**src/rtl/sw_port_pkg.sv**
```systemverilog
// Shared constants for the Minisys-1 switch input port: halfword register indices
// within the port window and bit positions inside the ctrl and status registers.
package sw_port_pkg;

    localparam logic [2:0] ADDR_STABLE_LO = 3'd0;
    localparam logic [2:0] ADDR_STABLE_HI = 3'd1;
    localparam logic [2:0] ADDR_PEND_LO   = 3'd2;
    localparam logic [2:0] ADDR_PEND_HI   = 3'd3;
    localparam logic [2:0] ADDR_CTRL      = 3'd4;
    localparam logic [2:0] ADDR_STATUS    = 3'd5;

    localparam int CTRL_IRQ_EN_BIT  = 0;
    localparam int STATUS_PEND_BIT  = 0;
    localparam int STATUS_BUSY_BIT  = 1;

    typedef logic [15:0] half_t;

endpackage

```
**src/rtl/switch_debounce_bit.sv**
```systemverilog
// One switch input: two-flop synchroniser, persistence counter and stable level.
// change_o pulses on the edge where stable_o takes the new level.
module switch_debounce_bit #(
    parameter int DEBOUNCE_CYCLES = 20000,
    parameter int CNT_W           = 15
) (
    input  logic switclk,
    input  logic switrst,
    input  logic raw_i,
    output logic stable_o,
    output logic change_o,
    output logic busy_o
);

    localparam logic [CNT_W-1:0] CNT_LAST = CNT_W'(DEBOUNCE_CYCLES - 1);

    logic             sync1_q;
    logic             sync2_q;
    logic             stable_q;
    logic             stable_d;
    logic [CNT_W-1:0] cnt_q;
    logic [CNT_W-1:0] cnt_d;

    // Any agreement between sync and stable restarts the persistence window.
    always_comb begin
        cnt_d    = '0;
        stable_d = stable_q;
        change_o = 1'b0;
        if (sync2_q != stable_q) begin
            if (cnt_q == CNT_LAST) begin
                stable_d = sync2_q;
                change_o = 1'b1;
            end else begin
                cnt_d = cnt_q + CNT_W'(1);
            end
        end
    end

    always_ff @(posedge switclk or posedge switrst) begin
        if (switrst) begin
            sync1_q  <= 1'b0;
            sync2_q  <= 1'b0;
            stable_q <= 1'b0;
            cnt_q    <= '0;
        end else begin
            sync1_q  <= raw_i;
            sync2_q  <= sync1_q;
            stable_q <= stable_d;
            cnt_q    <= cnt_d;
        end
    end

    assign stable_o = stable_q;
    assign busy_o   = (cnt_q != '0);

endmodule

```
**src/rtl/switch_port_debounced.sv**
```systemverilog
// Memory-mapped debounced switch port: stable levels, W1C change-pending registers,
// irq enable and a level interrupt, read as 16-bit halfwords on the CPU I/O bus.
module switch_port_debounced
    import sw_port_pkg::*;
#(
    parameter int NUM_BITS        = 24,
    parameter int DEBOUNCE_CYCLES = 20000,
    parameter int CNT_W           = 15
) (
    input  logic                switclk,
    input  logic                switrst,
    input  logic                switchcs,
    input  logic                switchread,
    input  logic                switchwrite,
    input  logic [2:0]          switchaddr,
    input  logic [15:0]         switchwdata,
    output logic [15:0]         switchrdata,
    input  logic [NUM_BITS-1:0] switch_i,
    output logic                switchirq
);

    logic [31:0] stable_w;
    logic [31:0] change_w;
    logic [31:0] busy_w;

    // Bits at or above NUM_BITS are tied off so they read 0 and never pend.
    for (genvar i = 0; i < 32; i++) begin : g_bit
        if (i < NUM_BITS) begin : g_used
            switch_debounce_bit #(
                .DEBOUNCE_CYCLES(DEBOUNCE_CYCLES),
                .CNT_W          (CNT_W)
            ) u_bit (
                .switclk (switclk),
                .switrst (switrst),
                .raw_i   (switch_i[i]),
                .stable_o(stable_w[i]),
                .change_o(change_w[i]),
                .busy_o  (busy_w[i])
            );
        end else begin : g_unused
            assign stable_w[i] = 1'b0;
            assign change_w[i] = 1'b0;
            assign busy_w[i]   = 1'b0;
        end
    end

    // Bus: strobes are qualified by switchcs, no backpressure; a write lands on the
    // posedge ending its cycle, a read is captured on the negedge inside it.
    logic        wr_en;
    logic        rd_en;
    logic [31:0] w1c_mask;
    logic [31:0] pending_q, pending_d;
    logic        irq_en_q, irq_en_d;
    logic        irq_q, irq_d;
    half_t       rd_mux;
    half_t       rdata_q, rdata_d;

    assign wr_en = switchcs & switchwrite;
    assign rd_en = switchcs & switchread;

    // A change event on the same edge as a W1C write keeps the bit set.
    always_comb begin
        w1c_mask = '0;
        if (wr_en && switchaddr == ADDR_PEND_LO) w1c_mask[15:0]  = switchwdata;
        if (wr_en && switchaddr == ADDR_PEND_HI) w1c_mask[31:16] = switchwdata;
        pending_d = (pending_q & ~w1c_mask) | change_w;

        irq_en_d = irq_en_q;
        if (wr_en && switchaddr == ADDR_CTRL) irq_en_d = switchwdata[CTRL_IRQ_EN_BIT];

        irq_d = irq_en_q & (|pending_q);
    end

    always_comb begin
        rd_mux = '0;
        case (switchaddr)
            ADDR_STABLE_LO: rd_mux = stable_w[15:0];
            ADDR_STABLE_HI: rd_mux = stable_w[31:16];
            ADDR_PEND_LO:   rd_mux = pending_q[15:0];
            ADDR_PEND_HI:   rd_mux = pending_q[31:16];
            ADDR_CTRL:      rd_mux[CTRL_IRQ_EN_BIT] = irq_en_q;
            ADDR_STATUS: begin
                rd_mux[STATUS_PEND_BIT] = |pending_q;
                rd_mux[STATUS_BUSY_BIT] = |busy_w;
            end
            default:        rd_mux = '0;
        endcase
        rdata_d = rd_en ? rd_mux : rdata_q;
    end

    always_ff @(posedge switclk or posedge switrst) begin
        if (switrst) begin
            pending_q <= '0;
            irq_en_q  <= 1'b0;
            irq_q     <= 1'b0;
        end else begin
            pending_q <= pending_d;
            irq_en_q  <= irq_en_d;
            irq_q     <= irq_d;
        end
    end

    // Read data is launched on the falling edge to meet the CPU I/O read timing.
    always_ff @(negedge switclk or posedge switrst) begin
        if (switrst) rdata_q <= '0;
        else         rdata_q <= rdata_d;
    end

    assign switchrdata = rdata_q;
    assign switchirq   = irq_q;

endmodule

```
**config.mk**
```make
export PLATFORM = sky130hd
export DESIGN_NAME = switch_port_debounced
export DESIGN_NICKNAME = d
export VERILOG_FILES = /design/src/rtl/sw_port_pkg.sv /design/src/rtl/switch_debounce_bit.sv /design/src/rtl/switch_port_debounced.sv
export SDC_FILE = /design/constraint.sdc
export NUM_CORES = 1
export LEC_CHECK = 0
export ABC_AREA = 1
export CORE_ASPECT_RATIO = 0.5
export CORE_UTILIZATION = 60
export DETAILED_ROUTE_END_ITERATION = 12
export GPL_TIMING_DRIVEN = 0
export PLACE_DENSITY_LB_ADDON = 0.12
export SYNTH_ARGS = -nofsm -noshare
export SYNTH_HDL_FRONTEND = slang
export SYNTH_SLANG_ARGS = --single-unit
```
**constraint.sdc**
```tcl
create_clock -name switclk -period 23.3 [get_ports switclk]
set_clock_uncertainty 0.1 [all_clocks]
set_input_delay 6.99 -clock switclk [delete_from_list [all_inputs] [get_ports switclk]]
set_output_delay 6.99 -clock switclk [all_outputs]
set_load 0.02 [all_outputs]
```
**Yosys cells after proc, flatten, opt, wreduce, memory -nomap -nowiden**

Cells that the tools add are included.
W data, S select, Z words.

- Bits in registers: 482
- Input port bits: 48
- Output and inout bits: 17
- Word-level logic and storage cells: 338

- $add $sub $neg: 24
- Equal/unequal tests: 53
- Mux-type cells: 101
- Bitwise operators: 6
- Reductions and logical operators: 54

Operators with widths:

| cell | count |
|---|---|
| $mux W15 | 48 |
| $add A15 B1 Y15 const B | 24 |
| $eq A15 B15 Y1 const B | 24 |
| $reduce_bool A15 Y1 | 24 |
| $pmux W14 S4 | 1 |
| $mux W1 | 48 |
| $reduce_and A2 Y1 | 24 |
| $and A32 B32 Y32 | 1 |
| $mux W16 | 2 |
| $not A32 Y32 | 1 |
| $or A32 B24 Y32 | 1 |
| $reduce_or A32 Y1 | 1 |
| $ne A1 B1 Y1 | 24 |
| $reduce_or A24 Y1 | 1 |
| $eq A3 B2 Y1 const B | 2 |
| $eq A3 B3 Y1 const B | 2 |
| $pmux W1 S6 | 1 |
| $pmux W1 S5 | 1 |
| $and A1 B1 Y1 | 3 |
| $eq A3 B1 Y1 const B | 1 |
| $logic_and A1 B1 Y1 | 3 |
| $logic_not A3 Y1 | 1 |

**Logic depth before layout (Yosys ltp)**

Gate-level depths: netlist (run 1).

- Depth after elaboration: 6
- Mapped depth: 15
- Gate-level depth less buffers: 15

**Modules after synthesis**

A second synthesis (run 1) with hierarchy kept.

- Cells, all modules: 3306
- Area, all modules: 27497.6 µm²

Modules (own cells, without submodules):

| module | times used | cells an instance | area an instance (µm²) | seq. area each (µm²) |
|---|---|---|---|---|
| switch_debounce_bit | 24 | 123 | 1039.7 | 450.4 |
| switch_port_debounced | 1 | 354 | 2543.7 | 1251.2 |

==> results.json, run 1 <==
{
  "ant_nets": 0,
  "ir_drop_mv": 0.05829,
  "cts_setup_buffers": 0,
  "crit_path_max_fanout": 2,
  "syn_avg_cell_area_sq_um": 8.555,
  "synthesis.nets": 2936,
  "grt_pass1_wl_microns": 91360,
  "synth_top_area_share_pct": 47.99,
  "drive_gt1_share_pct": 10.29,
  "area_delta_synth_final_pct": 12.45,
  "num_io_pins": 65,
  "grt.overflow.total": 0,
  "p_leak_nw": 12.27,
  "path_class": "reg2out",
  "vias": 19290,
  "cts-root-buf": "clkbuf_16",
  "multiInputGateArea_sq_um": 10660,
  "min_path_type": "reg2reg",
  "clk_pin_slew_worst_paths_ps": 60,
  "initialDrtViolationCount": 1631,
  "synth_edf_count": 0,
  "status": "finished clean",
  "grt_max_degree": 43,
  "setup_ws_ps": 2898,
  "die_y_microns": 144.3,
  "p_per_area_nw_per_um2": 65.03,
  "wl_microns": 56290,
  "drt_pre_antenna_iters": 5,
  "slowest_stage": "clkdlybuf4s50_1",
  "start_kind": "flip-flop",
  "fin_nets": 3057,
  "end_kind": "output port",
  "gp_congestion": 0.9329,
  "tritoncts": "built",
  "crit_required_ps": 16210,
  "path_buf_inv": 1,
  "p_seq_share_pct": 50.2,
  "fillerInstances": 3062,
  "initial_core_util_pct": 61.71,
  "synth_area_leaders": "dfrtp_1 48%, nor2_1 7.5%, nand2_1 6.2%",
  "setup_viol": 0,
  "numCtsBuffers": 43,
  "cts_resized": 0,
  "hold_buffers": 0,
  "rsz0062_at_grt": "false",
  "routed_via_density": 5.474,
  "post_synth_inst_count": 2840,
  "antenna-diode-count": 0,
  "grt_util_all_layers_pct": 27.85,
  "cts.path.max_buffers": 3,
  "synthArstFlopShare_pct": 100.0,
  "drv_cap": 0,
  "cpPeakStageDelay_ps": 630,
  "port_buffers": 64,
  "yosys.area.top_type": "dfrtp_1",
  "antenna_found_initial": 1,
  "synth_flop_cell": "dfrtp_1",
  "synth_area_sq_um": 24300,
  "hpwl_microns": 41910,
  "p_sw_share_pct": 24.28,
  "rows": 51,
  "max-slew-margin-rel_pct": 41.90,
  "cts.sinks": 482,
  "drc_errors": 0,
  "clkPwrFrac_pct": 42.4,
  "h-tree-depth": 2,
  "crit_path_cell_trace": "clkdlybuf4s50_1",
  "arrival_ps": 13310,
  "synth-warning-count": 0,
  "combPwrFrac_pct": 7.4,
  "tightestPinTransition_ps": 869.6,
  "seq_area_sq_um": 12060,
  "hold_violations": 0,
  "pre_cts_slack_ps": 2474,
  "switching_power_uw": 431.3,
  "dp.cells": 3446,
  "grt_pass1_vias": 18250,
  "layoutNonFillerInstCount": 3524,
  "die_w_microns": 286.6,
  "routedWlPerCell_microns": 15.97,
  "ys_ff_latch": 482,
  "internal-power_mw": 1.345,
  "ys_seq_area_share_pct": 49.64,
  "core_sq_um": 39370,
  "slew_viol_final": 0,
  "clk_latency_ps": 560,
  "synth_cell_type_count": 55,
  "die_area_sq_um": 41350,
  "critPathTopFamily": "buffers and inverters"
}
## area by class of cell
class	instances	share of cell area, %
Clock inverter	16	0.7602
Multi-Input combinational cell	1939	39.01
Buffer	8	0.1282
Timing Repair Buffer	76	3.224
Tap cell	530	2.427
Sequential cell	482	44.15
Inverter	411	5.660
Clock buffer	62	4.648
## sequential cells by signal (all words and copies together) (netlist names)
name and flops:
g_bit.g_used.u_bit.sync1_q 24, g_bit.g_used.u_bit.sync2_q 24, switchrdata 16, switchirq 1
g_bit.g_used.u_bit.cnt_q 360, g_bit.g_used.u_bit.stable_o 24, pending_q 32, irq_en_q 1
## per-layer routing
metal / share of wire (%) / global-route usage (%) / vias up
met5: 0.023 / 0 / -
met4: 2.2 / 7.233 / 2
met3: 6.4 / 4.953 / 102
met2: 45 / 44.01 / 447
met1: 46 / 39.92 / 9256
li1: - / - / 9485
## kinds of logic after synthesis
logic type / after synthesis / share of synthesized area, %
simple gates: 1393 / 27.97
flops: 482 / 49.64
buf+inv: 419 / 6.494
compound gates: 361 / 8.312
xor+xnor: 120 / 4.326
fa+ha+maj: 48 / 2.472
mux: 17 / 0.7879
## worst reg2reg max path: stages, from the launching register on
cell and delay [ps]:
dfrtp_1 410, inv_1 70, ha_1 330, nand3_1 160, nor2_1 140, nand2_1 60, nor2_1 340, nand2_1 90
nor2_1 150, nand3_1 100, nand2_1 80, nand2_1 50, nand2_1 100, nand2_1 60
## power groups by stage
stage	combinational [mW]	clock [mW]	sequential, mW
finish	0.132	0.754	0.891
global route	0.147	0.801	0.893
CTS	0.132	0.768	0.890
detailed placement	0.131	0	0.905
global placement	0.124	0	0.906
floorplan	0.0738	0	0.900
## cell usage after synthesis, types with 14 or more instances
library cell	instances
a21oi_1	150
nor3_1	79
nor2_1	484
o21ai_1	18
nand2_2	18
nand2_1	404
a31oi_1	16
nor4_1	31
nand4_1	53
mux2_2	17
nor2_2	60
nor3b_1	23
nand3_1	124
dfrtp_1	466
nor3_2	23
o21a_1	14
xnor2_1	34
inv_1	390
xor2_1	86
ha_1	48
nand3_2	34
inv_2	21
dfrtn_1	16
o21ai_0	120
## final timing paths
path / start / to / slack [ps] / cells past startpoint
setup / recovery: switchrdata[4] / switchrdata[4] / 2900 / 1
hold / removal: g_bit[9].g_used.u_bit.sync1_q / g_bit[9].g_used.u_bit.sync2_q / 240 / 0
setup reg to reg: g_bit[12].g_used.u_bit.cnt_q[0] / switchrdata[1] / 9250 / 13
hold reg to reg: g_bit[9].g_used.u_bit.sync1_q / g_bit[9].g_used.u_bit.sync2_q / 240 / 0
max in group asynchronous: switrst / switchrdata[1] / 3150 / 6
min in group asynchronous: switrst / g_bit[9].g_used.u_bit.cnt_q[11] / 6860 / 2
## cells in the final DEF (no fill, tap or decap), drive strengths merged, types with 16 or more instances in the layout
master | Yosys | routed
nor3b | 25 | 25
nor4 | 43 | 43
nor2 | 554 | 554
o21ai | 142 | 142
inv | 411 | 410
ha | 48 | 48
nand4 | 57 | 57
a21oi | 151 | 151
dfrtp | 466 | 466
dfrtn | 16 | 16
mux2 | 17 | 17
xnor2 | 34 | 34
nand3 | 158 | 158
buf | 4 | 16
a31oi | 16 | 16
nor3 | 107 | 107
nand2 | 425 | 425
clkbuf | 4 | 66
clkdlybuf4s50 | 0 | 64
xor2 | 86 | 86
## metrics by stage
stage                     hold WS [ps]  area (sq um)  power, mW  setup TNS, ps  utilization (%)
final                            244.5         27320      1.777              0            69.40
after global routing             254.3         27320      1.841              0            69.40
after CTS                        243.3         27320      1.791              0            69.40
after detailed placement         234.7         25840      1.036              0            65.64
after global placement           232.0         25600      1.029         -76450            65.03
after floorplan                  231.2         24300     0.9734         -28210                -
No activity file was read; power rests on OpenSTA's default activity.
==> inputs of run 2 (changes only) <==
CORE_ASPECT_RATIO = 0.6   (was 0.5)
RECOVER_POWER = 100   (was unset)
SKIP_LAST_GASP = 1   (was unset)
==> run 2 against run 1 <==
  * Non-clock buffer count up 1
  * Clock-buffer cell count up 11
  * Combinational power down 5%
  * Register-to-register slack worse by 30 ps
  * Hold slack better by 2.7 ps
  * Via count up 2.2%
  * Clock power up 4.1%
  * Critical endpoint is now switchrdata[7]
  * Sequential cell count unchanged
  * Power up 1.5%
  * Critical path depth up 7
  * Critical path type is now in2async
  * Routed wire length up 5.1%
  * First-iteration DRC count up 18%
  * The run now ends with capacitance limit, slew limit left
==> results.json, run 2 (synthesized netlist as in run 1, its figures left out) <==
{
  "layout_common_cells": "532 x nor2_1, 466 x dfrtp_1, 415 x nand2_1",
  "port_buffers": 64,
  "h-tree-depth": 2,
  "p_seq_share_pct": 49.5,
  "dp.cells": 3439,
  "largest-register": "g_bit.g_used.u_bit.cnt_q",
  "initial_core_util_pct": 61.59,
  "p_leak_nw": 12.29,
  "routed_via_density": 5.592,
  "drc_errors": 0,
  "hold_violations": 0,
  "cpPeakStageDelay_ps": 670,
  "num_io_pins": 65,
  "die_w_microns": 261.8,
  "cts_setup_buffers": 0,
  "min_path_type": "reg2reg",
  "grt_max_degree": 43,
  "crit_top_cell": "buf_12",
  "dpl_cell_area_sq_um": 25850,
  "pre_cts_slack_ps": 2242,
  "end_kind": "asynchronous set/reset pin",
  "fillerInstances": 3109,
  "setup_ws_ps": 2556,
  "path_class": "in2async",
  "cts-root-buf": "clkbuf_16",
  "hold_buffers": 0,
  "layoutNonFillerInstCount": 3526,
  "grt_util_all_layers_pct": 29.58,
  "internal-power_mw": 1.367,
  "drive_gt1_share_pct": 6.893,
  "largest_reg_flops": 360,
  "status": "finished, violations left",
  "numCtsBuffers": 46,
  "final_area_sq_um": 26990,
  "max-slew-margin-rel_pct": -47.76,
  "combPwrFrac_pct": 7.0,
  "rsz0062_at_grt": "false",
  "fin_nets": 3061,
  "arrival_ps": 9820,
  "tritoncts": "built",
  "die_y_microns": 157.9,
  "core_sq_um": 39450,
  "grt_pass1_wl_microns": 96830,
  "seq_area_sq_um": 12060,
  "layout_commonest_cell": "nor2_1",
  "cts_resized": 0,
  "clk_pin_slew_worst_paths_ps": 60,
  "largestRegisters": "g_bit.g_used.u_bit.cnt_q x360, pending_q x32",
  "finalSetupTns_ps": 0,
  "gp_congestion": 0.9610,
  "crit_path_max_fanout": 41,
  "antenna_found_initial": 2,
  "grt.overflow.total": 0,
  "switching_power_uw": 436.3,
  "clkPwrFrac_pct": 43.6,
  "ant_nets": 0,
  "tightestPinTransition_ps": 2216,
  "vias": 19720,
  "clk_latency_ps": 570,
  "routedWlPerCell_microns": 16.78,
  "multiInputGateArea_sq_um": 10270,
  "setup_viol": 0,
  "drt_pre_antenna_iters": 6,
  "drv_cap": 4,
  "p_sw_share_pct": 24.20,
  "start_kind": "input pin",
  "slowest_stage": "clkinvlp_2",
  "rows": 56,
  "ir_drop_mv": 0.06566,
  "path_buf_inv": 8,
  "cts.path.max_buffers": 3,
  "power.total_mw": 1.803,
  "die_area_sq_um": 41330,
  "cts.sinks": 482,
  "p_per_area_nw_per_um2": 66.80,
  "violations": "capacitance limit, slew limit",
  "hpwl_microns": 44530,
  "critPathTopFamily": "buffers and inverters",
  "grt_pass1_vias": 18770,
  "initialDrtViolationCount": 1922,
  "crit_required_ps": 12380,
  "wl_microns": 59180,
  "area_delta_synth_final_pct": 11.09,
  "slew_viol_final": 148,
  "crit_path_cell_trace": "dlygate4sd3_1 -> clkinvlp_2 -> buf_12 -> buf_12 -> buf_12 -> buf_12 -> buf_12 -> buf_12"
}
[run 2: stage by stage]
step | util, % | hold WS (ps)
finish | 68.42 | 247.2
global route | 68.42 | 253.4
CTS | 69.59 | 249.4
detailed placement | 65.54 | 234.7
global placement | 64.88 | 231.7
floorplan | - | 231.2
[run 2: power by group through the flow]
stage	logic, mW	registers, mW	clock network (mW)
after global routing	0.142	0.894	0.833
after global placement	0.121	0.907	0
after detailed placement	0.129	0.907	0
after CTS	0.131	0.892	0.798
final	0.125	0.892	0.785
after floorplan	0.0738	0.900	0
[run 2: worst reg2reg max path: stages (launching register included)]
cell and delay, ps:
dfrtp_1 400, inv_1 90, ha_1 160, inv_1 150, nor2_1 130, nand2_1 70, nor2_1 190, nand2_1 80
nor2_1 330, nand2_1 100, nor2_1 140, nand3_1 100, nand2_1 80, nand2_1 50, nand2_1 70, nand2_1 50
[run 2: worst paths after layout]
| check | startpoint | to | slack (ps) | cells after the start |
|---|---|---|---|---|
| setup / recovery | switrst | switchrdata[7] | 2560 | 8 |
| hold / removal | g_bit[9].g_used.u_bit.sync1_q | g_bit[9].g_used.u_bit.sync2_q | 250 | 0 |
| setup reg to reg | g_bit[8].g_used.u_bit.cnt_q[0] | switchrdata[1] | 9220 | 15 |
| hold reg to reg | g_bit[9].g_used.u_bit.sync1_q | g_bit[9].g_used.u_bit.sync2_q | 250 | 0 |
| max in group switclk | switchaddr[0] | switchrdata[3] | 2750 | 7 |
| min in group asynchronous | switrst | g_bit[22].g_used.u_bit.cnt_q[13] | 7000 | 2 |
[run 2: metal layers]
metal / vias to the layer above / global-route usage (%) / part of all wire (%)
li1: 9471 / - / -
met1: 9446 / 44.01 / 48
met2: 692 / 44.14 / 43
met3: 106 / 5.796 / 6.9
met4: 2 / 7.918 / 2.3
met5: - / 0 / 0.022
[run 2: layout make-up]
| type | instances | share of cell area, % |
|---|---|---|
| clock inverters | 13 | 0.5516 |
| inverters | 411 | 5.720 |
| plain buffers | 8 | 0.1159 |
| multi-input cells | 1939 | 38.04 |
| repair buffers | 77 | 3.097 |
| flip-flops and latches | 482 | 44.69 |
| clock buffers | 73 | 5.359 |
| well taps | 522 | 2.420 |
| diodes | 1 | 0.009271 |
